### src/rtl/alu_mc_pkg.sv
// rtl/alu_mc_pkg.sv - shared constants, opcodes and FSM state type for the ALU command receiver
package alu_mc_pkg;

    localparam int FRAME_BITS = 10;

    localparam logic [3:0] OP_CMP     = 4'd0;
    localparam logic [3:0] OP_NOR     = 4'd1;
    localparam logic [3:0] OP_DIV     = 4'd2;
    localparam logic [3:0] OP_OR      = 4'd3;
    localparam logic [3:0] OP_MUL     = 4'd4;
    localparam logic [3:0] OP_NAND    = 4'd5;
    localparam logic [3:0] OP_ADD_HI  = 4'd6;
    localparam logic [3:0] OP_AND     = 4'd7;
    localparam logic [3:0] OP_CARRY0  = 4'd8;
    localparam logic [3:0] OP_NOT_B1  = 4'd9;
    localparam logic [3:0] OP_SUM0    = 4'd10;
    localparam logic [3:0] OP_NOT_A1  = 4'd11;
    localparam logic [3:0] OP_XNOR    = 4'd12;
    localparam logic [3:0] OP_NOT_B0  = 4'd13;
    localparam logic [3:0] OP_XOR     = 4'd14;
    localparam logic [3:0] OP_NOT_A0  = 4'd15;

    localparam logic [1:0] ERR_NONE    = 2'b00;
    localparam logic [1:0] ERR_PARITY  = 2'b01;
    localparam logic [1:0] ERR_LENGTH  = 2'b10;
    localparam logic [1:0] ERR_TIMEOUT = 2'b11;

    typedef enum logic [1:0] {
        ST_IDLE,
        ST_SHIFT,
        ST_CHECK
    } rx_state_t;

    // Even parity over the whole frame: a good frame XORs to zero.
    function automatic logic frame_parity_bad(input logic [FRAME_BITS-1:0] f);
        return ^f;
    endfunction

endpackage

### src/rtl/mc_sync_edge.sv
// rtl/mc_sync_edge.sv - multi-flop synchroniser with rise/fall pulse detection
module mc_sync_edge #(
    parameter int SYNC_STAGES = 2
) (
    input  logic clk,
    input  logic rst,
    input  logic din,
    output logic rise,
    output logic fall
);

    logic [SYNC_STAGES-1:0] sync_q;
    logic                   prev_q;

    always_ff @(posedge clk or posedge rst) begin
        if (rst) begin
            sync_q <= '0;
            prev_q <= 1'b0;
        end else begin
            sync_q <= {sync_q[SYNC_STAGES-2:0], din};
            prev_q <= sync_q[SYNC_STAGES-1];
        end
    end

    assign rise = sync_q[SYNC_STAGES-1] & ~prev_q;
    assign fall = ~sync_q[SYNC_STAGES-1] & prev_q;

endmodule

### src/rtl/alu_cmd_rx.sv
// rtl/alu_cmd_rx.sv - serial ALU command receiver; validated frames update the registered ALU operands
module alu_cmd_rx
    import alu_mc_pkg::*;
#(
    parameter int         SYNC_STAGES = 2,
    parameter int         TIMEOUT_CYC = 1024,
    parameter logic [3:0] RST_SEL     = 4'd0
) (
    input  logic       clk,
    input  logic       rst,
    input  logic       mcu_cs_n,
    input  logic       mcu_sclk,
    input  logic       mcu_sdi,
    output logic [3:0] sel,
    output logic       key,
    output logic [1:0] A,
    output logic [1:0] B,
    output logic       cmd_valid,
    output logic       frame_err,
    output logic [1:0] err_code,
    output logic       busy
);

    localparam int         TO_W        = $clog2(TIMEOUT_CYC + 1);
    localparam logic [TO_W-1:0] TO_LAST = TO_W'(TIMEOUT_CYC - 1);
    localparam logic [3:0] BIT_CNT_SAT = 4'd11;
    localparam logic [3:0] BIT_CNT_OK  = 4'(FRAME_BITS);

    logic                   sclk_rise;
    logic                   sclk_fall_unused;
    logic                   cs_rise;
    logic                   cs_fall;
    logic [SYNC_STAGES-1:0] sdi_q;
    logic                   sdi_s;

    rx_state_t              state;
    logic [FRAME_BITS-1:0]  shreg;
    logic [3:0]             bit_cnt;
    logic [TO_W-1:0]        to_cnt;

    mc_sync_edge #(.SYNC_STAGES(SYNC_STAGES)) u_sclk_sync (
        .clk  (clk),
        .rst  (rst),
        .din  (mcu_sclk),
        .rise (sclk_rise),
        .fall (sclk_fall_unused)
    );

    mc_sync_edge #(.SYNC_STAGES(SYNC_STAGES)) u_cs_sync (
        .clk  (clk),
        .rst  (rst),
        .din  (mcu_cs_n),
        .rise (cs_rise),
        .fall (cs_fall)
    );

    // Same depth as the sclk path so data and its clock edge stay aligned.
    always_ff @(posedge clk or posedge rst) begin
        if (rst) begin
            sdi_q <= '0;
        end else begin
            sdi_q <= {sdi_q[SYNC_STAGES-2:0], mcu_sdi};
        end
    end

    assign sdi_s = sdi_q[SYNC_STAGES-1];

    always_ff @(posedge clk or posedge rst) begin
        if (rst) begin
            state     <= ST_IDLE;
            shreg     <= '0;
            bit_cnt   <= '0;
            to_cnt    <= '0;
            sel       <= RST_SEL;
            key       <= 1'b0;
            A         <= 2'd0;
            B         <= 2'd0;
            cmd_valid <= 1'b0;
            frame_err <= 1'b0;
            err_code  <= ERR_NONE;
            busy      <= 1'b0;
        end else begin
            cmd_valid <= 1'b0;
            frame_err <= 1'b0;
            case (state)
                ST_IDLE: begin
                    if (cs_fall) begin
                        bit_cnt <= '0;
                        to_cnt  <= '0;
                        busy    <= 1'b1;
                        state   <= ST_SHIFT;
                    end
                end
                ST_SHIFT: begin
                    if (sclk_rise) begin
                        shreg  <= {shreg[FRAME_BITS-2:0], sdi_s};
                        to_cnt <= '0;
                        if (bit_cnt != BIT_CNT_SAT) begin
                            bit_cnt <= bit_cnt + 4'd1;
                        end
                    end else begin
                        to_cnt <= to_cnt + TO_W'(1);
                    end
                    // A bit arriving with the cs_n rise is kept, then the frame is checked.
                    if (cs_rise) begin
                        state <= ST_CHECK;
                    end else if (!sclk_rise && to_cnt == TO_LAST) begin
                        frame_err <= 1'b1;
                        err_code  <= ERR_TIMEOUT;
                        busy      <= 1'b0;
                        state     <= ST_IDLE;
                    end
                end
                ST_CHECK: begin
                    busy  <= 1'b0;
                    state <= ST_IDLE;
                    if (bit_cnt != BIT_CNT_OK) begin
                        frame_err <= 1'b1;
                        err_code  <= ERR_LENGTH;
                    end else if (frame_parity_bad(shreg)) begin
                        frame_err <= 1'b1;
                        err_code  <= ERR_PARITY;
                    end else begin
                        sel       <= shreg[9:6];
                        key       <= shreg[5];
                        A         <= shreg[4:3];
                        B         <= shreg[2:1];
                        cmd_valid <= 1'b1;
                        err_code  <= ERR_NONE;
                    end
                end
                default: begin
                    busy  <= 1'b0;
                    state <= ST_IDLE;
                end
            endcase
        end
    end

endmodule
### config.mk
export PLATFORM = sky130hd
export DESIGN_NAME = alu_cmd_rx
export DESIGN_NICKNAME = d
export VERILOG_FILES = /design/src/rtl/alu_mc_pkg.sv /design/src/rtl/mc_sync_edge.sv /design/src/rtl/alu_cmd_rx.sv
export SDC_FILE = /design/constraint.sdc
export NUM_CORES = 1
export LEC_CHECK = 0
export ABC_AREA = 0
export CORE_MARGIN = 2
export CORE_UTILIZATION = 50
export DETAILED_ROUTE_END_ITERATION = 6
export PLACE_DENSITY = 0.74
export SYNTH_ARGS = -nofsm -noshare
export SYNTH_HDL_FRONTEND = slang
export SYNTH_SLANG_ARGS = --single-unit
### constraint.sdc
create_clock -name clk -period 2.7 [get_ports clk]
set_clock_uncertainty 0.05 [all_clocks]
set_input_delay 0.81 -clock clk [delete_from_list [all_inputs] [get_ports clk]]
set_output_delay 0.81 -clock clk [all_outputs]
set_load 0.005 [all_outputs]
# Yosys cells after proc, flatten, opt, wreduce, memory -nomap -nowiden

Cells that the tools add are included.

Logic and storage cells: 79
Flip-flop bits (word level): 49
Input port bits: 5

Add/subtract/negate cells: 2
Bitwise operators: 8
Reductions and logical operators: 13
Equal/unequal tests: 11
Multiplexer cells: 28

Operator list:

| cell                    | number |
|---|---|
| $mux W11                | 2 |
| $pmux W11 S2            | 1 |
| $mux W2                 | 6 |
| $mux W4                 | 3 |
| $add A11 B1 Y11 const B | 1 |
| $eq A11 B10 Y1 const B  | 1 |
| $mux W1                 | 11 |
| $ne A2 B2 Y1 const B    | 5 |
| $reduce_xor A10 Y1      | 1 |
| $reduce_and A3 Y1       | 3 |
| $ne A4 B4 Y1 const B    | 2 |
| $pmux W2 S2             | 2 |
| $pmux W4 S2             | 1 |
| $reduce_and A2 Y1       | 3 |
| $not A1 Y1              | 5 |
| $add A4 B1 Y4 const B   | 1 |
| $pmux W1 S2             | 2 |
| $reduce_and A4 Y1       | 1 |
| $reduce_bool A2 Y1      | 2 |
| $and A1 B1 Y1           | 3 |
| $ne A3 B3 Y1 const B    | 1 |
| $eq A2 B1 Y1 const B    | 1 |
| $eq A2 B2 Y1 const B    | 1 |
| $logic_not A2 Y1        | 1 |
| 2 further kinds         | 2 |

# Logic depth before layout (Yosys ltp)

Word-level depth: 7
Depth in mapped cells: 7
Gate-level depth less buffers: 7

# Cells and area by module

From an unflattened synthesis, not the netlist that was laid out.

Cells, all modules: 212
Area, all modules: 2361.0 µm²

By module, submodules not included:

| module       | sequential area each (µm²) | cells each | times used | area each (µm²) |
|---|---|---|---|---|
| alu_cmd_rx   | 1076.0                     | 200        | 1          | 2173.3 |
| mc_sync_edge | 75.1                       | 6          | 2          | 93.8 |

# Worst setup path before layout

No wires, ideal clock.

Path type: reg2reg
From: register shreg[8]
To: register A[0]
Cell stages (with the launch flop): 6
Buffers on the path: 0
Arrival: 1.708 ns
Period minus slack after synthesis: 1.883 ns
Required time: 2.525 ns
Setup slack: 0.817 ns
Cells stage by stage: dfrtp_1 > xnor2_1 > xnor3_2 > xnor2_4 > nor2_8 > mux2_4

Word-level cells in the longest chain between the ends: 3

Ends and longest elaborated chain:

| what                        | RTL line          | source |
|---|---|---|
| from (decl)                 | alu_cmd_rx.sv:37  | `logic [FRAME_BITS-1:0] shreg;` |
| from (signal assigned)      | alu_cmd_rx.sv:96  | `shreg <= {shreg[FRAME_BITS-2:0], sdi_s};` |
| $reduce_xor A10 Y1          | alu_mc_pkg.sv:36  | `return ^f;` |
| $not A1 Y1 (no line)        | n/a               |  |
| $reduce_and A3 Y1 (no line) | n/a               |  |
| to (signal assigned)        | alu_cmd_rx.sv:126 | `A <= shreg[4:3];` |
| to (decl)                   | alu_cmd_rx.sv:16  | `output logic [1:0] A,` |

No other way between the ends.
A chain may end at the register's enable or synchronous reset.

# Worst setup path after layout

From: register state[1]
To: register to_cnt[5]

Word-level cells in the longest chain between the ends: 3
Elaborated cells between the ends (all ways): 6
Classes of those cells: eq/ne: 2; mux: 1; reduce/logical: 3

Ends and longest elaborated chain:

| what                                                         | RTL line          | source |
|---|---|---|
| from (decl)                                                  | alu_cmd_rx.sv:36  | `rx_state_t state;` |
| from (signal assigned)                                       | alu_cmd_rx.sv:70  | `state <= ST_IDLE;` |
| from (signal assigned)                                       | alu_cmd_rx.sv:91  | `state <= ST_SHIFT;` |
| from (signal assigned)                                       | alu_cmd_rx.sv:106 | `state <= ST_CHECK;` |
| $eq A2 B1 Y1 or $logic_not A2 Y1 (tied branches)             | alu_cmd_rx.sv:85  | `case (state)` |
| $reduce_bool A2 Y1 (no line) or $ne A2 B2 Y1 (tied branches) | n/a               |  |
| $reduce_and A2 Y1 (no line)                                  | n/a               |  |
| to (signal assigned)                                         | alu_cmd_rx.sv:102 | `to_cnt <= to_cnt + TO_W'(1);` |
| to (decl)                                                    | alu_cmd_rx.sv:39  | `logic [TO_W-1:0] to_cnt;` |

Parallel ways exist; a longest one is shown, timed or not.

==> run summary <==
Dpl cell area: 0.00251 mm^2
GRT Resource Usage Total: 16.9%
Fmax achieved: 469 MHz
Core area: 0.00432 mm^2
# port buffers: 18
First-pass GRT wire length: 6660 um
RSZ-0062 raised after global routing: false
Final WL: 3900 um
Post-CTS Setup Bufs: 0
Max cap viols: 0
Htree depth: 2
Via-per-instance ratio: 5.55
Detail Route Antenna Nets: 0
Avg Inst Size Synth: 12.6 um^2
Cell taking the most area after synthesis: dfrtp_1
Die area: 0.00504 mm^2
Final instance area: 0.00261 mm^2
Peak supply drop: 493 uV
Commonest cells post-synth: dfrtp_1, nand2_1, mux2_2, nor2_1
Syn Nets: 189
Slew headroom: 64.6%
Post-synth cell types: 41
Crit Path Class: reg2reg
Max Root-Sink Buffers: 2
Crit end category: register
Gpl congestion: 0.834
Post-DP HPWL: 2800 um
Power Dens Cells: 893 mW/mm^2
CP required: 2840 ps
Setup TNS: 0 ps
Die height: 71.0 um
Synth Flop Type: dfrtp_1
TritonCTS buffer count: 5
Vias: 1426
Resized Gates After CTS: 0
Final Setup Violations: 0
Worst slew pin tran: 527 ps
Clock Power Share: 18.9%
Comb pwr share: 40.8%
Number of global-route vias before repair: 1461
Initial DRC Count: 84
Sw Pwr: 842 uW
Clk_lat worst skew: 300 ps
Final Hold Viols: 0
Minimum clock period: 2130 ps
Clk pin slew, worst setup/hold paths: 90 ps
Cts hold-fix bufs: 0
Sw Share: 36.1%
Internal power: 1.49 mW
Yosys top cell area share: 54.7%
Leak pwr: 1.18 nW
Slew Viols, Final: 0
Net count reported at finish: 215
EDFF count, synth: 0
Post-placement cell count: 249
Synth Register Bits: 49
Antenna Cells: 0
Final Non-Filler Cells: 257
Min-Delay Path Class: reg2reg
Synthesized instance count: 178
Crit Path Max Fanout: 12
Layout cells sized above 1: 19.5%
Final Core Density: 60.3%
Clock sink count: 49
Status: finished clean
Top-count cell post-synth: dfrtp_1
DRC violations left: 0
Seq pwr share: 40.3%
Root buffer cell: clkbuf_8
Seq/Total Area, Yosys: 54.7%
Starting Density: 51.9%
Critical path launch point type: register
Site Rows: 24
Final hold slack: 303 ps
Largest net degree at the start of global routing: 31
Synth warn: 0
Synth area leaders: dfrtp_1, mux2_4, mux2_2
Fin crit share: 79.0%
Routed WL per cell: 15.2 um
Antenna violations before repair: 0
Asr flop ratio synth: 100%
Worst Path Arrival: 2270 ps
Remaining global-route overflow: 0
Netlist Area Pre-Place: 0.00224 mm^2
CTS tree: built
Area Growth Syn to Fin: 16.3%
TritonRoute pass-1 iters: 5
I/O Pins: 19
Die width: 71.0 um
## power groups by stage
stage,Clock (mW),Sequential [mW],Combinational [mW]
floorplan,0,0.928,0.766
global placement,0,0.943,0.914
detailed placement,0,0.952,0.952
CTS,0.455,0.938,0.962
global route,0.487,0.955,1.03
finish,0.441,0.938,0.950
## flip-flops by register name (all words and copies together) (netlist names), 4 cells and up
signal   cells
to_cnt      11
shreg       10
bit_cnt      4
sel          4
## metrics by stage
| step | setup WS (ps) | total power, mW |
|---|---|---|
| final | 568 | 2.33 |
| after global routing | 413 | 2.47 |
| after CTS | 583 | 2.36 |
| after detailed placement | 600 | 1.90 |
| after global placement | 663 | 1.86 |
| after floorplan | 667 | 1.69 |
## placed cells by master, fill, tap and decap left out, types with 2 or more instances in the layout
cell type	count
clkdlybuf4s50_1	18
mux2_2	11
clkbuf_8	6
ha_1	6
a21oi_1	5
a31oi_1	2
o22ai_1	2
nand2_1	15
nor2_1	11
nand2b_1	2
nor3_1	2
mux2_4	9
xnor2_1	9
nor4_1	2
xor2_1	4
and3_1	3
inv_1	6
nand3_1	3
dfrtp_1	49
nand4_1	2
o31ai_1	3
o21ai_0	6
nor2b_1	5
## critical path, stage by stage, from the launching register on
cell	delay [ps]
dfrtp_1	410
inv_1	90
ha_1	430
nor2_1	140
a211oi_1	500
and3_1	240
xnor2_1	110
nor2_1	50
## cells by family after synthesis
logic type      Yosys count  synth area share (%)
compound gates           28                  8.92
xor+xnor                 16                  8.09
fa+ha+maj                 6                  3.35
buf+inv                   8                  1.34
flops                    49                  54.7
mux                      20                  11.5
simple gates             51                  12.1
## cell type report
class	count	area [um^2]
Tap cell	52	65.1
Inverter	7	26.3
Clock buffer	6	82.6
Timing Repair Buffer	20	208
Clock inverter	2	13.8
Multi-Input combinational cell	121	987
Fill cell	361	1720
Sequential cell	49	1230
## metal layers
metal | vias to the layer above | wire length (um) | GRT usage [%]
met1 | 705 | 1770 | 22.2
li1 | 680 | - | -
met5 | - | 0 | 0
met2 | 33 | 1920 | 27.4
met3 | 8 | 137 | 4.56
met4 | 0 | 70 | 5.66
## path summary, 6_finish.rpt
check                                      start               endpoint  slack, ps  cells after the start
setup / recovery                        state[1]              to_cnt[5]        570                      7
hold reg to reg            u_sclk_sync.sync_q[0]  u_sclk_sync.sync_q[1]        300                      0
min in group asynchronous                    rst             to_cnt[10]        780                      2
hold / removal             u_sclk_sync.sync_q[0]  u_sclk_sync.sync_q[1]        300                      0
max in group asynchronous                    rst               sdi_q[1]       1310                      3
setup reg to reg                        state[1]              to_cnt[5]        570                      7
No activity file was read; power rests on OpenSTA's default activity.
==> RTL change, RTL diff (config.mk and constraints unchanged) <==
Re-encode `rx_state_t` (3 states) as one-hot, 3 bits wide.
--- a/src/rtl/alu_mc_pkg.sv
+++ b/src/rtl/alu_mc_pkg.sv
@@ -26,8 +26,8 @@
     localparam logic [1:0] ERR_TIMEOUT = 2'b11;
 
-    typedef enum logic [1:0] {
-        ST_IDLE,
-        ST_SHIFT,
-        ST_CHECK
+    typedef enum logic [2:0] {
+        ST_IDLE  = 3'b001,
+        ST_SHIFT = 3'b010,
+        ST_CHECK = 3'b100
     } rx_state_t;
 
Check against the original RTL: same outputs for any inputs over 10 cycles, from zero or initial values and one cycle with rst high; not proved beyond that.
==> RTL change against the original RTL <==
Area after synthesis is 3.4% lower. Worst setup slack worse by 69 ps. Sequential cell count grew 1. Global-route usage increased by 2.0 points. Cell area down 2.4%. Maximum frequency is 3.2% lower. Synthesized cell count up 3.4%. Wire length rose by 4.9%. First-iteration DRC count increased by 7.1%. Critical path depth down 3. Hold slack better by 3.3 ps. Via count is 3.6% higher. Critical endpoint is now bit_cnt[1].
Power is not compared: it rests on default switching activity, and its combinational part moved more than twofold at a synthesized area within 25%.
==> RTL change: results (changes against the original RTL) <==
| Metric | Value |
|---|---|
| Initial antenna violation count | `0 (unchanged)` |
| Synth cell count leaders | `dfrtp_1, mux2_2, o21ai_0 (was dfrtp_1, nand2_1, mux2_2, nor2_1)` |
| Gr usage total | `0.189 (was 0.169)` |
| First-pass GRT wire length | `7.21 mm (was 6.66 mm)` |
| Post-Layout Cell Count | `260 (was 257)` |
| Cells after Synth | `184 (was 178)` |
| Post-DP HPWL | `2.87 mm (was 2.80 mm)` |
| Share of layout cells above drive strength 1 | `0.171 (was 0.195)` |
| Reg2Reg Launch Point | `state[0] (was state[1])` |
| Worst R2R Setup Slack | `500 ps (was 570 ps)` |
| RD Place Congestion | `0.867 (was 0.834)` |
| Layout area overhead | `17.4% (was 16.3%)` |
| Placed Instance Area | `2430 µm² (was 2510 µm²)` |
| Cells on worst reg2reg path | `4 (was 7)` |
| Largest net degree at the start of global routing | `27 (was 31)` |
| Vias per cell | `5.68 (was 5.55)` |
| Yosys cell types | `36 (was 41)` |
| DRT Pass-1 Iters | `4 (was 5)` |
| Syn_nets | `192 (was 189)` |
| Leak | `1.17 nW` |
| Fillers | `327 (was 361)` |
| Least-Margin Pin Slew | `1010 ps (was 527 ps)` |
| Vias in the first global route | `1533 (was 1461)` |
| Status | `finished, final reports clean (unchanged)` |
| Post-CTS sizing | `0 (unchanged)` |
| Crit path max fanout | `15 (was 12)` |
| Layout Nets | `217 (was 215)` |
RTL change: changes by cell type after synthesis, moves of 2 or more:
cell     change
nand4_1      +2
xnor2_1      -2
mux2_2       +9
a21oi_1      -2
inv_1        -3
mux2_4       -9
ha_1         -3
nand3_1      +7
nor2_1       +4
nor3b_1      +2
o21ai_0     +10
RTL change: how the worst max path moves through the flow:
stage                  start         end  slack, ps  depth (start not counted)
floorplan                rst        A[0]        640                          1
global placement    state[0]  bit_cnt[2]        640                          5
detailed placement  state[0]  bit_cnt[2]        540                          5
CTS                 state[0]  bit_cnt[2]        520                          5
global route        state[0]  bit_cnt[1]        330                          4
finish              state[0]  bit_cnt[1]        500                          4
RTL change: where the power goes:
group          internal [mW]  leakage [nW]  switching (mW)
combinational         0.0926         0.439           0.100
clock                  0.302        0.0585           0.243
sequential             0.790         0.672          0.0378
total                   1.18          1.17           0.381
RTL change: area by class of cell:
type / count / area share
clock buffer: 7 / 0.0339
clock inverter: 1 / 0.0118
inverter: 4 / 0.00590
multi-input combinational: 128 / 0.350
sequential: 50 / 0.492
tap: 50 / 0.0246
timing repair buffer: 20 / 0.0816
RTL change: metrics by stage:
step / hold WS (ps) / worst slack (ps)
3_3_place_gp: 283 / 638
4_1_cts: 310 / 519
5_1_grt: 329 / 329
2_1_floorplan: 281 / 640
3_5_place_dp: 291 / 544
6_report: 306 / 498
RTL change: cells by family after synthesis:
group,after synthesis,synth area share
flip-flops,50,0.578
AND/OR/NAND/NOR,64,0.153
multiplexers,20,0.104
adder cells (fa/ha/maj),3,0.0173
XOR/XNOR,12,0.0583
buffers and inverters,6,0.0110
AO/OA/AOI/OAI,29,0.0785
RTL change: worst max-delay path, stage by stage (launching register included):
cell and delay [ps]:
dfstp_2 580, nor4bb_1 260, o21bai_1 390, nor3_1 440
mux2_2 380
RTL change: metal layers:
metal  vias to the layer above  track usage  wire (µm)
met5                         -            0          0
met4                         0       0.0983        103
met3                         9       0.0538        170
met2                        41        0.302       2000
met1                       730        0.234       1820
li1                        698            -          -
